### src/rtl/aesha_pkg.sv
// Shared AES constants, types and GF(2^8) helpers for the AESHA key schedule and cipher datapath.
// The KS_BUSY state exists only when AESHA_KEY_SBOX_PIPE_EN is defined.
package aesha_pkg;

  localparam int AES_KEY_W  = 128;
  localparam int AES_ROUNDS = 10;

  typedef logic [31:0]          aes_word_t;
  typedef logic [AES_KEY_W-1:0] aes_key_t;

  // Indexed by the low nibble of the round number; only entries 1..10 are ever used.
  localparam logic [7:0] RCON [16] = '{
    8'h00, 8'h01, 8'h02, 8'h04, 8'h08, 8'h10, 8'h20, 8'h40,
    8'h80, 8'h1b, 8'h36, 8'h00, 8'h00, 8'h00, 8'h00, 8'h00
  };

  typedef enum logic [1:0] {
    KS_IDLE  = 2'd0,
    KS_ARMED = 2'd1,
`ifdef AESHA_KEY_SBOX_PIPE_EN
    KS_BUSY  = 2'd2,
`endif
    KS_DONE  = 2'd3
  } ks_state_t;

  function automatic logic [7:0] gf_mul(input logic [7:0] a, input logic [7:0] b);
    logic [7:0] p;
    logic [7:0] x;
    logic [7:0] y;
    p = 8'h00;
    x = a;
    y = b;
    for (int i = 0; i < 8; i++) begin
      if (y[0]) p = p ^ x;
      x = {x[6:0], 1'b0} ^ (x[7] ? 8'h1b : 8'h00);
      y = {1'b0, y[7:1]};
    end
    return p;
  endfunction

  // a^254 is the multiplicative inverse in GF(2^8), and maps 0 to 0 as the S-box needs.
  function automatic logic [7:0] gf_inv(input logic [7:0] a);
    logic [7:0] r;
    logic [7:0] p;
    r = 8'h01;
    p = a;
    for (int i = 1; i < 8; i++) begin
      p = gf_mul(p, p);
      r = gf_mul(r, p);
    end
    return r;
  endfunction

  function automatic aes_key_t key_expand(input aes_key_t k, input aes_word_t sub_rot,
                                          input logic [7:0] rcon);
    aes_word_t w0;
    aes_word_t w1;
    aes_word_t w2;
    aes_word_t w3;
    w0 = k[127:96] ^ sub_rot ^ {rcon, 24'h000000};
    w1 = k[95:64] ^ w0;
    w2 = k[63:32] ^ w1;
    w3 = k[31:0] ^ w2;
    return {w0, w1, w2, w3};
  endfunction

endpackage

### src/rtl/aes_key_schedule_if.sv
// Round-counter / datapath side of the AES-128 key schedule.
// master drives round pulses and key loads; slave is the key schedule itself.
interface aes_key_schedule_if #(
  parameter int KEY_W   = 128,
  parameter int ROUND_W = 5
);
  logic               i_key_load;
  logic [KEY_W-1:0]   i_key;
  logic [ROUND_W-1:0] i_round;
  logic               i_round_valid;
  logic [KEY_W-1:0]   o_round_key;
  logic [ROUND_W-1:0] o_round_idx;
  logic               o_key_valid;
  logic               o_last;
  logic               o_seq_err;

  modport master (
    output i_key_load, i_key, i_round, i_round_valid,
    input  o_round_key, o_round_idx, o_key_valid, o_last, o_seq_err
  );

  modport slave (
    input  i_key_load, i_key, i_round, i_round_valid,
    output o_round_key, o_round_idx, o_key_valid, o_last, o_seq_err
  );
endinterface

### src/rtl/aes_sbox.sv
// Combinational AES forward S-box: GF(2^8) inverse followed by the affine transform.
module aes_sbox
  import aesha_pkg::*;
(
  input  logic [7:0] value,
  output logic [7:0] result
);
  logic [7:0] inv;

  assign inv    = gf_inv(value);
  assign result = inv ^ {inv[6:0], inv[7]} ^ {inv[5:0], inv[7:6]}
                      ^ {inv[4:0], inv[7:5]} ^ {inv[3:0], inv[7:4]} ^ 8'h63;
endmodule

### src/rtl/aes_key_schedule.sv
// On-the-fly AES-128 round-key generator driven by the AES round counter.
// Define AESHA_KEY_SBOX_PIPE_EN to register SubWord(RotWord(w3)) and add a BUSY cycle per round.
module aes_key_schedule
  import aesha_pkg::*;
#(
  parameter int KEY_W      = AES_KEY_W,
  parameter int ROUND_W    = 5,
  parameter int NUM_ROUNDS = AES_ROUNDS
) (
  input  logic              i_clk,
  input  logic              i_reset,
  aes_key_schedule_if.slave bus
);
  ks_state_t          state;
  logic [KEY_W-1:0]   key_q;
  logic [ROUND_W-1:0] idx_q;
  logic               kv_q;
  logic               last_q;
  logic               err_q;
  aes_word_t          rot;
  aes_word_t          sub;
  logic               round_ok;

  assign rot = {key_q[23:0], key_q[31:24]};

  for (genvar i = 0; i < 4; i++) begin : g_sbox
    aes_sbox u_sbox (.value(rot[8*i +: 8]), .result(sub[8*i +: 8]));
  end

  assign round_ok = (state == KS_ARMED)
                 && (bus.i_round == idx_q + ROUND_W'(1))
                 && (bus.i_round <= ROUND_W'(NUM_ROUNDS));

`ifdef AESHA_KEY_SBOX_PIPE_EN
  aes_word_t          sub_q;
  logic [ROUND_W-1:0] pend_q;
`endif

  always_ff @(posedge i_clk or posedge i_reset) begin
    if (i_reset) begin
      state  <= KS_IDLE;
      key_q  <= '0;
      idx_q  <= '0;
      kv_q   <= 1'b0;
      last_q <= 1'b0;
      err_q  <= 1'b0;
`ifdef AESHA_KEY_SBOX_PIPE_EN
      sub_q  <= '0;
      pend_q <= '0;
`endif
    end else begin
      kv_q <= 1'b0;
      // A load wins over everything, including a pending pipelined update.
      if (bus.i_key_load) begin
        key_q  <= bus.i_key;
        idx_q  <= '0;
        kv_q   <= 1'b1;
        last_q <= 1'b0;
        err_q  <= 1'b0;
        state  <= KS_ARMED;
      end else begin
`ifdef AESHA_KEY_SBOX_PIPE_EN
        if (state == KS_BUSY) begin
          key_q <= key_expand(key_q, sub_q, RCON[pend_q[3:0]]);
          idx_q <= pend_q;
          kv_q  <= 1'b1;
          if (pend_q == ROUND_W'(NUM_ROUNDS)) begin
            last_q <= 1'b1;
            state  <= KS_DONE;
          end else begin
            state <= KS_ARMED;
          end
          if (bus.i_round_valid) err_q <= 1'b1;
        end else
`endif
        if (bus.i_round_valid) begin
          if (round_ok) begin
`ifdef AESHA_KEY_SBOX_PIPE_EN
            sub_q  <= sub;
            pend_q <= bus.i_round;
            state  <= KS_BUSY;
`else
            key_q <= key_expand(key_q, sub, RCON[bus.i_round[3:0]]);
            idx_q <= bus.i_round;
            kv_q  <= 1'b1;
            if (bus.i_round == ROUND_W'(NUM_ROUNDS)) begin
              last_q <= 1'b1;
              state  <= KS_DONE;
            end
`endif
          end else begin
            err_q <= 1'b1;
          end
        end
      end
    end
  end

  assign bus.o_round_key = key_q;
  assign bus.o_round_idx = idx_q;
  assign bus.o_key_valid = kv_q;
  assign bus.o_last      = last_q;
  assign bus.o_seq_err   = err_q;
endmodule

### src/flat_wrapper.sv
// flat-port wrapper written by rule: the top's interface ports become plain ports
module aes_key_schedule_flat import aesha_pkg::*;
#(
  parameter int KEY_W      = AES_KEY_W,
  parameter int ROUND_W    = 5,
  parameter int NUM_ROUNDS = AES_ROUNDS
)
  (i_clk, i_reset, bus_i_key_load, bus_i_key, bus_i_round, bus_i_round_valid, bus_o_round_key, bus_o_round_idx, bus_o_key_valid, bus_o_last, bus_o_seq_err);
  aes_key_schedule_if #(.KEY_W(KEY_W), .ROUND_W(ROUND_W)) bus_i ();
  input  logic i_clk;
  input  logic i_reset;
  input wire logic [$bits(bus_i.i_key_load)-1:0] bus_i_key_load;
  input wire logic [$bits(bus_i.i_key)-1:0] bus_i_key;
  input wire logic [$bits(bus_i.i_round)-1:0] bus_i_round;
  input wire logic [$bits(bus_i.i_round_valid)-1:0] bus_i_round_valid;
  output wire logic [$bits(bus_i.o_round_key)-1:0] bus_o_round_key;
  output wire logic [$bits(bus_i.o_round_idx)-1:0] bus_o_round_idx;
  output wire logic [$bits(bus_i.o_key_valid)-1:0] bus_o_key_valid;
  output wire logic [$bits(bus_i.o_last)-1:0] bus_o_last;
  output wire logic [$bits(bus_i.o_seq_err)-1:0] bus_o_seq_err;
  assign bus_i.i_key_load = bus_i_key_load;
  assign bus_i.i_key = bus_i_key;
  assign bus_i.i_round = bus_i_round;
  assign bus_i.i_round_valid = bus_i_round_valid;
  assign bus_o_round_key = bus_i.o_round_key;
  assign bus_o_round_idx = bus_i.o_round_idx;
  assign bus_o_key_valid = bus_i.o_key_valid;
  assign bus_o_last = bus_i.o_last;
  assign bus_o_seq_err = bus_i.o_seq_err;
  aes_key_schedule #(.KEY_W(KEY_W), .ROUND_W(ROUND_W), .NUM_ROUNDS(NUM_ROUNDS)) u_core (.i_clk(i_clk), .i_reset(i_reset), .bus(bus_i));
endmodule
### config.mk
export PLATFORM = sky130hd
export DESIGN_NAME = aes_key_schedule_flat
export DESIGN_NICKNAME = d
export VERILOG_FILES = /design/src/rtl/aesha_pkg.sv /design/src/rtl/aes_key_schedule_if.sv /design/src/rtl/aes_sbox.sv /design/src/rtl/aes_key_schedule.sv /design/src/flat_wrapper.sv
export SDC_FILE = /design/constraint.sdc
export NUM_CORES = 2
export LEC_CHECK = 0
export ABC_CLOCK_PERIOD_IN_PS = 16730
export BUFFER_PORTS_ARGS = -buffer_cell sky130_fd_sc_hd__buf_4
export CORE_MARGIN = 2
export CORE_UTILIZATION = 40
export CTS_CLUSTER_DIAMETER = 120
export DETAILED_ROUTE_END_ITERATION = 16
export HOLD_SLACK_MARGIN = 0.05
export SYNTH_ARGS = -nofsm -noshare
export SYNTH_HDL_FRONTEND = slang
export SYNTH_HIERARCHICAL = 1
export SYNTH_SLANG_ARGS = --single-unit
### constraint.sdc
create_clock -name i_clk -period 16.73 [get_ports i_clk]
set_clock_uncertainty 0.1 [all_clocks]
set_input_delay 2.5095 -clock i_clk [delete_from_list [all_inputs] [get_ports i_clk]]
set_output_delay 2.5095 -clock i_clk [all_outputs]
set_load 0.01 [all_outputs]
# --- Yosys cells after proc, flatten, opt, wreduce, memory -nomap -nowiden ---
# Memories as Yosys holds them, arrays and structs flattened.
# Cells that the tools add are included.
word_totals:
  output_inout_bits: 136
  word_cells: 1638
  n_memories: 1
  rom_bits: 128
  reg_bits: 138
op_classes:
  eq_ne: 4
  n_mux: 834
  n_reduce_logical: 8
  n_bitwise: 782
  order_cmp: 2
  addsub: 1
mem_list:
  columns: ["memory", "words", "width", "rd", "rd_ports_with_merged_regs", "write_ports", "line", "source"]
  rows:
  - ["(no name shown)", 16, 8, 1, 0, 0, "aes_key_schedule.sv:83", "key_q <= key_expand(key_q, sub, RCON[bus.i_round[3:0]]);"]
ops:
  columns: ["operator", "n"]
  rows:
  - ["8-bit 2-to-1 mux", 422]
  - ["8-bit XOR", 380]
  - ["8-bit by 5-bit XOR with 8-bit output", 364]
  - ["5-bit 2-to-1 mux", 371]
  - ["128-bit 2-to-1 mux", 3]
  - ["32-bit XOR", 5]
  - ["7-bit 2-to-1 mux", 4]
  - ["1-bit inverter, first input constant", 28]
  - ["6-bit 2-to-1 mux", 4]
  - ["2-bit 2-to-1 mux", 8]
  - ["4-bit 2-to-1 mux", 4]
  - ["4-bit inverter", 4]
  - ["1-bit 2-to-1 mux", 14]
  - ["3-bit 2-to-1 mux", 4]
  - ["2-bit nonzero test", 3]
  - ["5-bit by 1-bit adder with 5-bit output, second input constant", 1]
  - ["5-bit by 4-bit equality test with 1-bit output, second input constant", 1]
  - ["5-bit equality test", 1]
  - ["5-bit >= comparator, second input constant", 1]
  - ["5-bit by 4-bit less-or-equal comparator with 1-bit output, second input constant", 1]
  - ["4-bit inverter with 5-bit output", 1]
  - ["2-bit AND reduction", 2]
  - ["3-bit AND reduction", 1]
  - ["2-bit by 1-bit equality test with 1-bit output, second input constant", 1]
  - ["2 further kinds", 3]

# --- Logic depth before layout (Yosys ltp) ---
logic_depth:
  depth_word: 140
  mapped_depth: 65
  mapped_depth_nobuf: 56

# --- Modules after synthesis ---
# The synthesis kept the hierarchy.
modules_own_cells:
  columns: ["mod", "cells_each", "seq_area_each_um2", "instances", "area_per_inst_um2"]
  rows:
  - ["aes_sbox", 1942, 0.0, 4, 15220.8]
  - ["aes_key_schedule", 899, 3428.3, 1, 8225.4]

# --- Worst setup path after synthesis ---
# OpenSTA, ideal clock, no wires.
synth_timing:
  path_type: "flip-flop to flip-flop"
  startpoint: "register u_core.key_q[23] (netlist: u_core/bus.o_round_key[23])"
  endpoint: "register u_core.key_q[27] (netlist: u_core/bus.o_round_key[27])"
  synth_period_minus_slack_ps: 15730
  required_ps: 16500
  path_stages_with_launch: 62
  slack_ps: 1000
  arrival_time_ps: 15500
  path_cell_list: "dfrtp_1 > buf_2 > buf_2 > nand2_1 > xor2_1 > inv_2 > buf_1 > clkbuf_1 > ha_1 > buf_1 > nand2_1 > xor2_1 > xnor2_1 > clkinv_1 > buf_1 > ha_1 > xnor2_1 > nand2_1 > (+26 left out) > a311o_1 > o211ai_2 > o21ai_1 > xnor2_4 > xnor3_1 > xnor2_1 > mux2i_1 > a21oi_1 > xnor3_1 > xnor3_2 > xnor3_1 > xor3_1 > xnor2_1 > xor2_1 > xnor3_1 > nor4_2 > xnor2_1 > o21ai_1"
synth_between:
  elab_chain_cells: 136
synth_lines:
  columns: ["item", "line", "source"]
  rows:
  - ["from (decl)", "aes_key_schedule.sv:15", "logic [KEY_W-1:0] key_q;"]
  - ["from (signal assigned)", "aes_key_schedule.sv:55", "key_q <= bus.i_key;"]
  - ["from (signal assigned)", "aes_key_schedule.sv:83", null]
  - ["5-bit 2-to-1 mux or 8-bit 2-to-1 mux (tied branches)", "aesha_pkg.sv:35, aesha_pkg.sv:34", null]
  - ["8-bit by 5-bit XOR with 8-bit output or 8-bit XOR (tied branches)", "aesha_pkg.sv:35, aesha_pkg.sv:34", null]
  - ["8-bit XOR or 8-bit 2-to-1 mux (tied branches)", "aesha_pkg.sv:34", "if (y[0]) p = p ^ x;"]
  - ["8-bit 2-to-1 mux or 8-bit XOR (tied branches)", "aesha_pkg.sv:34", null]
  - ["8-bit XOR or 8-bit 2-to-1 mux (tied branches)", "aesha_pkg.sv:34", null]
  - ["8-bit 2-to-1 mux or 8-bit XOR (tied branches)", "aesha_pkg.sv:34", null]
  - ["8-bit XOR or 8-bit 2-to-1 mux (tied branches)", "aesha_pkg.sv:34", null]
  - ["8-bit 2-to-1 mux or 8-bit XOR (tied branches)", "aesha_pkg.sv:34", null]
  - ["(+120 left out)", null, null]
  - ["named net u_core.sub[27]", "aes_key_schedule.sv:21", "aes_word_t sub;"]
  - ["32-bit XOR (*) (2 in a row)", "aesha_pkg.sv:60", "w0 = k[127:96] ^ sub_rot ^ {rcon, 24'h000000};"]
  - ["32-bit XOR (*)", "aesha_pkg.sv:61", "w1 = k[95:64] ^ w0;"]
  - ["32-bit XOR (*)", "aesha_pkg.sv:62", "w2 = k[63:32] ^ w1;"]
  - ["32-bit XOR (*)", "aesha_pkg.sv:63", "w3 = k[31:0] ^ w2;"]
  - ["128-bit 2-to-1 mux (*)", "aes_key_schedule.sv:77", "if (round_ok) begin"]
  - ["128-bit 2-to-1 mux (*)", "aes_key_schedule.sv:76", "if (bus.i_round_valid) begin"]
  - ["128-bit 2-to-1 mux (*)", "aes_key_schedule.sv:54", "if (bus.i_key_load) begin"]
# The timed path passes the listed nets; every way through them passes the cells marked *. The select of a mux whose other input is x is not followed.
# A chain may end at the register's enable or synchronous reset.

# --- Worst setup path in the final report ---
layout_timing:
  startpoint: "register u_core.key_q[16] (netlist: u_core/bus.o_round_key[16])"
  endpoint: "register u_core.key_q[24] (netlist: u_core/bus.o_round_key[24])"
layout_between:
  elab_chain_cells: 137
layout_lines:
  columns: ["item", "line"]
  rows:
  - ["8-bit 2-to-1 mux", "aesha_pkg.sv:34"]
  - ["8-bit XOR", "aesha_pkg.sv:34"]
  - ["8-bit 2-to-1 mux", "aesha_pkg.sv:34"]
  - ["8-bit XOR", "aesha_pkg.sv:34"]
  - ["8-bit 2-to-1 mux", "aesha_pkg.sv:34"]
  - ["8-bit XOR", "aesha_pkg.sv:34"]
  - ["8-bit 2-to-1 mux", "aesha_pkg.sv:34"]
  - ["8-bit XOR", "aesha_pkg.sv:34"]
  - ["(+121 left out)", null]
  - ["named net u_core.sub[24]", "aes_key_schedule.sv:21"]
  - ["32-bit XOR (*) (2 in a row)", "aesha_pkg.sv:60"]
  - ["32-bit XOR (*)", "aesha_pkg.sv:61"]
  - ["32-bit XOR (*)", "aesha_pkg.sv:62"]
  - ["32-bit XOR (*)", "aesha_pkg.sv:63"]
  - ["128-bit 2-to-1 mux (*)", "aes_key_schedule.sv:77"]
  - ["128-bit 2-to-1 mux (*)", "aes_key_schedule.sv:76"]
  - ["128-bit 2-to-1 mux (*)", "aes_key_schedule.sv:54"]
# Marks and branches as above.

==> impl_metrics.env <==
export IMPL_outcome="complete, no violations"
export IMPL_portBuffers=272
export IMPL_viasPerCell=5.708
export IMPL_clk_latency_ns=0.49
export IMPL_ys_warn_count=6
export IMPL_crit_path_top_delay_cell="or4_1"
export IMPL_layout_drive_gt1_share=0.1811
export IMPL_area_delta_synth_final_pct=11.76
export IMPL_path_max_fanout=12
export IMPL_clockBufferDepth=2
export IMPL_synthTopCellsByCount="1,544 x xnor2_1, 1,136 x nor2_1, 953 x nand2_1"
export IMPL_cp_slowest_stage_delay_ns=0.52
export IMPL_final_antenna_net_count=0
export IMPL_core_area_um2=171500
export IMPL_worst_pin_slew_ns=1.178
export IMPL_nets=9015
export IMPL_cts_tree="yes"
export IMPL_period_needed_ns=16.07
export IMPL_worstPathRequired_ns=16.98
export IMPL_fin_crit_sh=0.9607
export IMPL_hold_violations=0
export IMPL_routed_wl_um=232800
export IMPL_drt_pass1_iter_count=6
export IMPL_crit_arrival_ns=16.33
export IMPL_final_cell_area_um2=77240
export IMPL_synth_most_common_cell="xnor2_1"
export IMPL_syn_area_per_cell_um2=7.974
export IMPL_cts_root_buf="clkbuf_16"
export IMPL_ios=273
export IMPL_worstSetupStartpointType="flip-flop"
export IMPL_dpl_hpwl_um=175800
export IMPL_fmax_ghz=0.06222
export IMPL_yosys_most_used_dff="dfrtp_1"
export IMPL_die_w_um=419.7
export IMPL_ys_seq_elements=137
export IMPL_rsz0062_at_grt="true"
export IMPL_initial_core_util=0.4029
export IMPL_drv_slew=0
export IMPL_place_gp_congestion=0.9614
export IMPL_synth_cell_types=119
export IMPL_grt_antenna_before_repair=4
export IMPL_die_area_um2=176100
export IMPL_reg2reg_slack_ns=0.66
export IMPL_seq_area_frac_synth=0.04961
export IMPL_grt_max_degree=80
export IMPL_yosysTopAreaCell="xnor2_1"
export IMPL_vias=63800
export IMPL_cts_buffers=17
export IMPL_yosys_top_cells_area="xnor2_1 20%, xnor3_1 12%, nor2_1 6.2%"
export IMPL_h_tree_depth=4
export IMPL_dpl_instance_area_um2=74880
export IMPL_cap_violations=0
export IMPL_track_usage=0.2555
export IMPL_grt_pass1_vias=61420
export IMPL_whs_ns=0.3915
export IMPL_drtIter0Drc=5733
export IMPL_setup_viol=0
export IMPL_clkTransAtPathRegs_ns=0.08
export IMPL_multi_input_area_um2=64200
export IMPL_hp_class="flip-flop to flip-flop"
export IMPL_worst_setup_path_end_kind="flip-flop"
export IMPL_cts_sinks=137
export IMPL_avgRoutedWirePerCell_um=20.83
export IMPL_async_reset_ff_frac=1.000
export IMPL_synth_cells=8667
export IMPL_timing_final_ws_setup_ns=0.6572
export IMPL_synth_edf_count=0
export IMPL_max_slew_margin_rel=0.2115
export IMPL_ff_latch_area_um2=3431
export IMPL_post_route_drc_count=0
export IMPL_fill_cells=17080
export IMPL_rows=152
export IMPL_yosysTopAreaCellShare=0.1957
export IMPL_cp_common_cell="xnor2_1"
export IMPL_die_y_um=419.7
export IMPL_syn_num_nets=8837
export IMPL_grt_overflow=0
export IMPL_grt_pass1_wl_um=361200
export IMPL_pre_cts_slack_ns=-0.2430
export IMPL_netlist_area_um2=69110
export IMPL_criticalPathCategory="flip-flop to flip-flop"
==> routing by layer <==
metal,vias up,share of wire,global-route usage,routed length [um]
li1,30470,-,-,-
met1,30860,0.42,0.3258,96620
met5,-,0,0,0
met3,363,0.048,0.01644,11080
met2,2103,0.48,0.4306,111600
met4,0,0.058,0.1389,13470
==> final cells by class <==
cell class              count  area share
multi-input cells        7840      0.8312
well taps                2310     0.03742
flip-flops and latches    137     0.04442
clock buffers              17    0.005508
inverters                  93    0.004601
diodes                      8   0.0002592
clock inverters            15    0.002219
repair buffers            756     0.07439
==> critical path: cells and delay by family, from the launching register on <==
| kind | cells | cell delay (ns) |
|---|---|---|
| fa+ha+maj | 3 | 1.15 |
| buf+inv | 3 | 0.57 |
| simple gates | 10 | 2.53 |
| flops | 1 | 0.38 |
| xor+xnor | 21 | 6.20 |
| compound gates | 16 | 4.34 |
| mux | 3 | 0.64 |
==> logic make-up after synthesis <==
family	count (synthesis)	share of synthesized area
flops	137	0.04961
xor+xnor	2679	0.4752
buf+inv	691	0.04753
mux	294	0.04497
fa+ha+maj	37	0.006554
simple gates	3177	0.2117
compound gates	1652	0.1644
==> final timing paths <==
kind | from | end | cells past startpoint
worst min-delay path | u_core/state[0] | u_core/state[0] | 2
worst max register to register | u_core/bus.o_round_key[16] | u_core/bus.o_round_key[24] | 56
worst max-delay path | u_core/bus.o_round_key[16] | u_core/bus.o_round_key[24] | 56
max in group asynchronous | i_reset | u_core/bus.o_round_key[103] | 3
worst min register to register | u_core/state[0] | u_core/state[0] | 2
min in group asynchronous | i_reset | u_core/bus.o_round_key[11] | 2
==> registers in the layout, indices dropped and copies added (netlist names) <==
register and count:
u_core/bus.o_round_idx 5, u_core/bus.o_key_valid 1, u_core/state 2, u_core/bus.o_seq_err 1, u_core/bus.o_round_key 128
==> cells in the final DEF (no fill, tap or decap), drive strengths merged, types with 187 or more instances in the layout <==
cell | synthesis | layout
nor3 | 267 | 267
xnor2 | 1764 | 1765
mux2i | 242 | 242
nand3 | 187 | 187
a21oi | 332 | 332
o21ai | 399 | 399
xnor3 | 404 | 404
buf | 287 | 756
nor2 | 1160 | 1160
xor2 | 448 | 448
nand2 | 957 | 957
==> per-stage QoR <==
| stage | utilization | TNS, ns | std cells |
|---|---|---|---|
| 6_report | 0.4502 | 0 | 11180 |
| 2_1_floorplan | - | 0 | 8667 |
| 4_1_cts | 0.4409 | 0 | 11120 |
| 3_5_place_dp | 0.4365 | -1.828 | 11090 |
| 3_3_place_gp | 0.4365 | -0.4066 | 11090 |
| 5_1_grt | 0.4502 | -0.1617 | 11170 |
==> what timing repair did <==
item / CTS / global route
pin swaps: 0 / 20
gates cloned: 0 / 1
setup endpoints to repair: 28 / 128
setup buffers: 1 / 43
endpoints found under the hold margin: 0 / 0
hold buffers: 0 / 0
gates resized for setup: 21 / 186
Power is not shown: default switching activity piles up to over one toggle a cycle in this logic, so the estimate is an artifact.
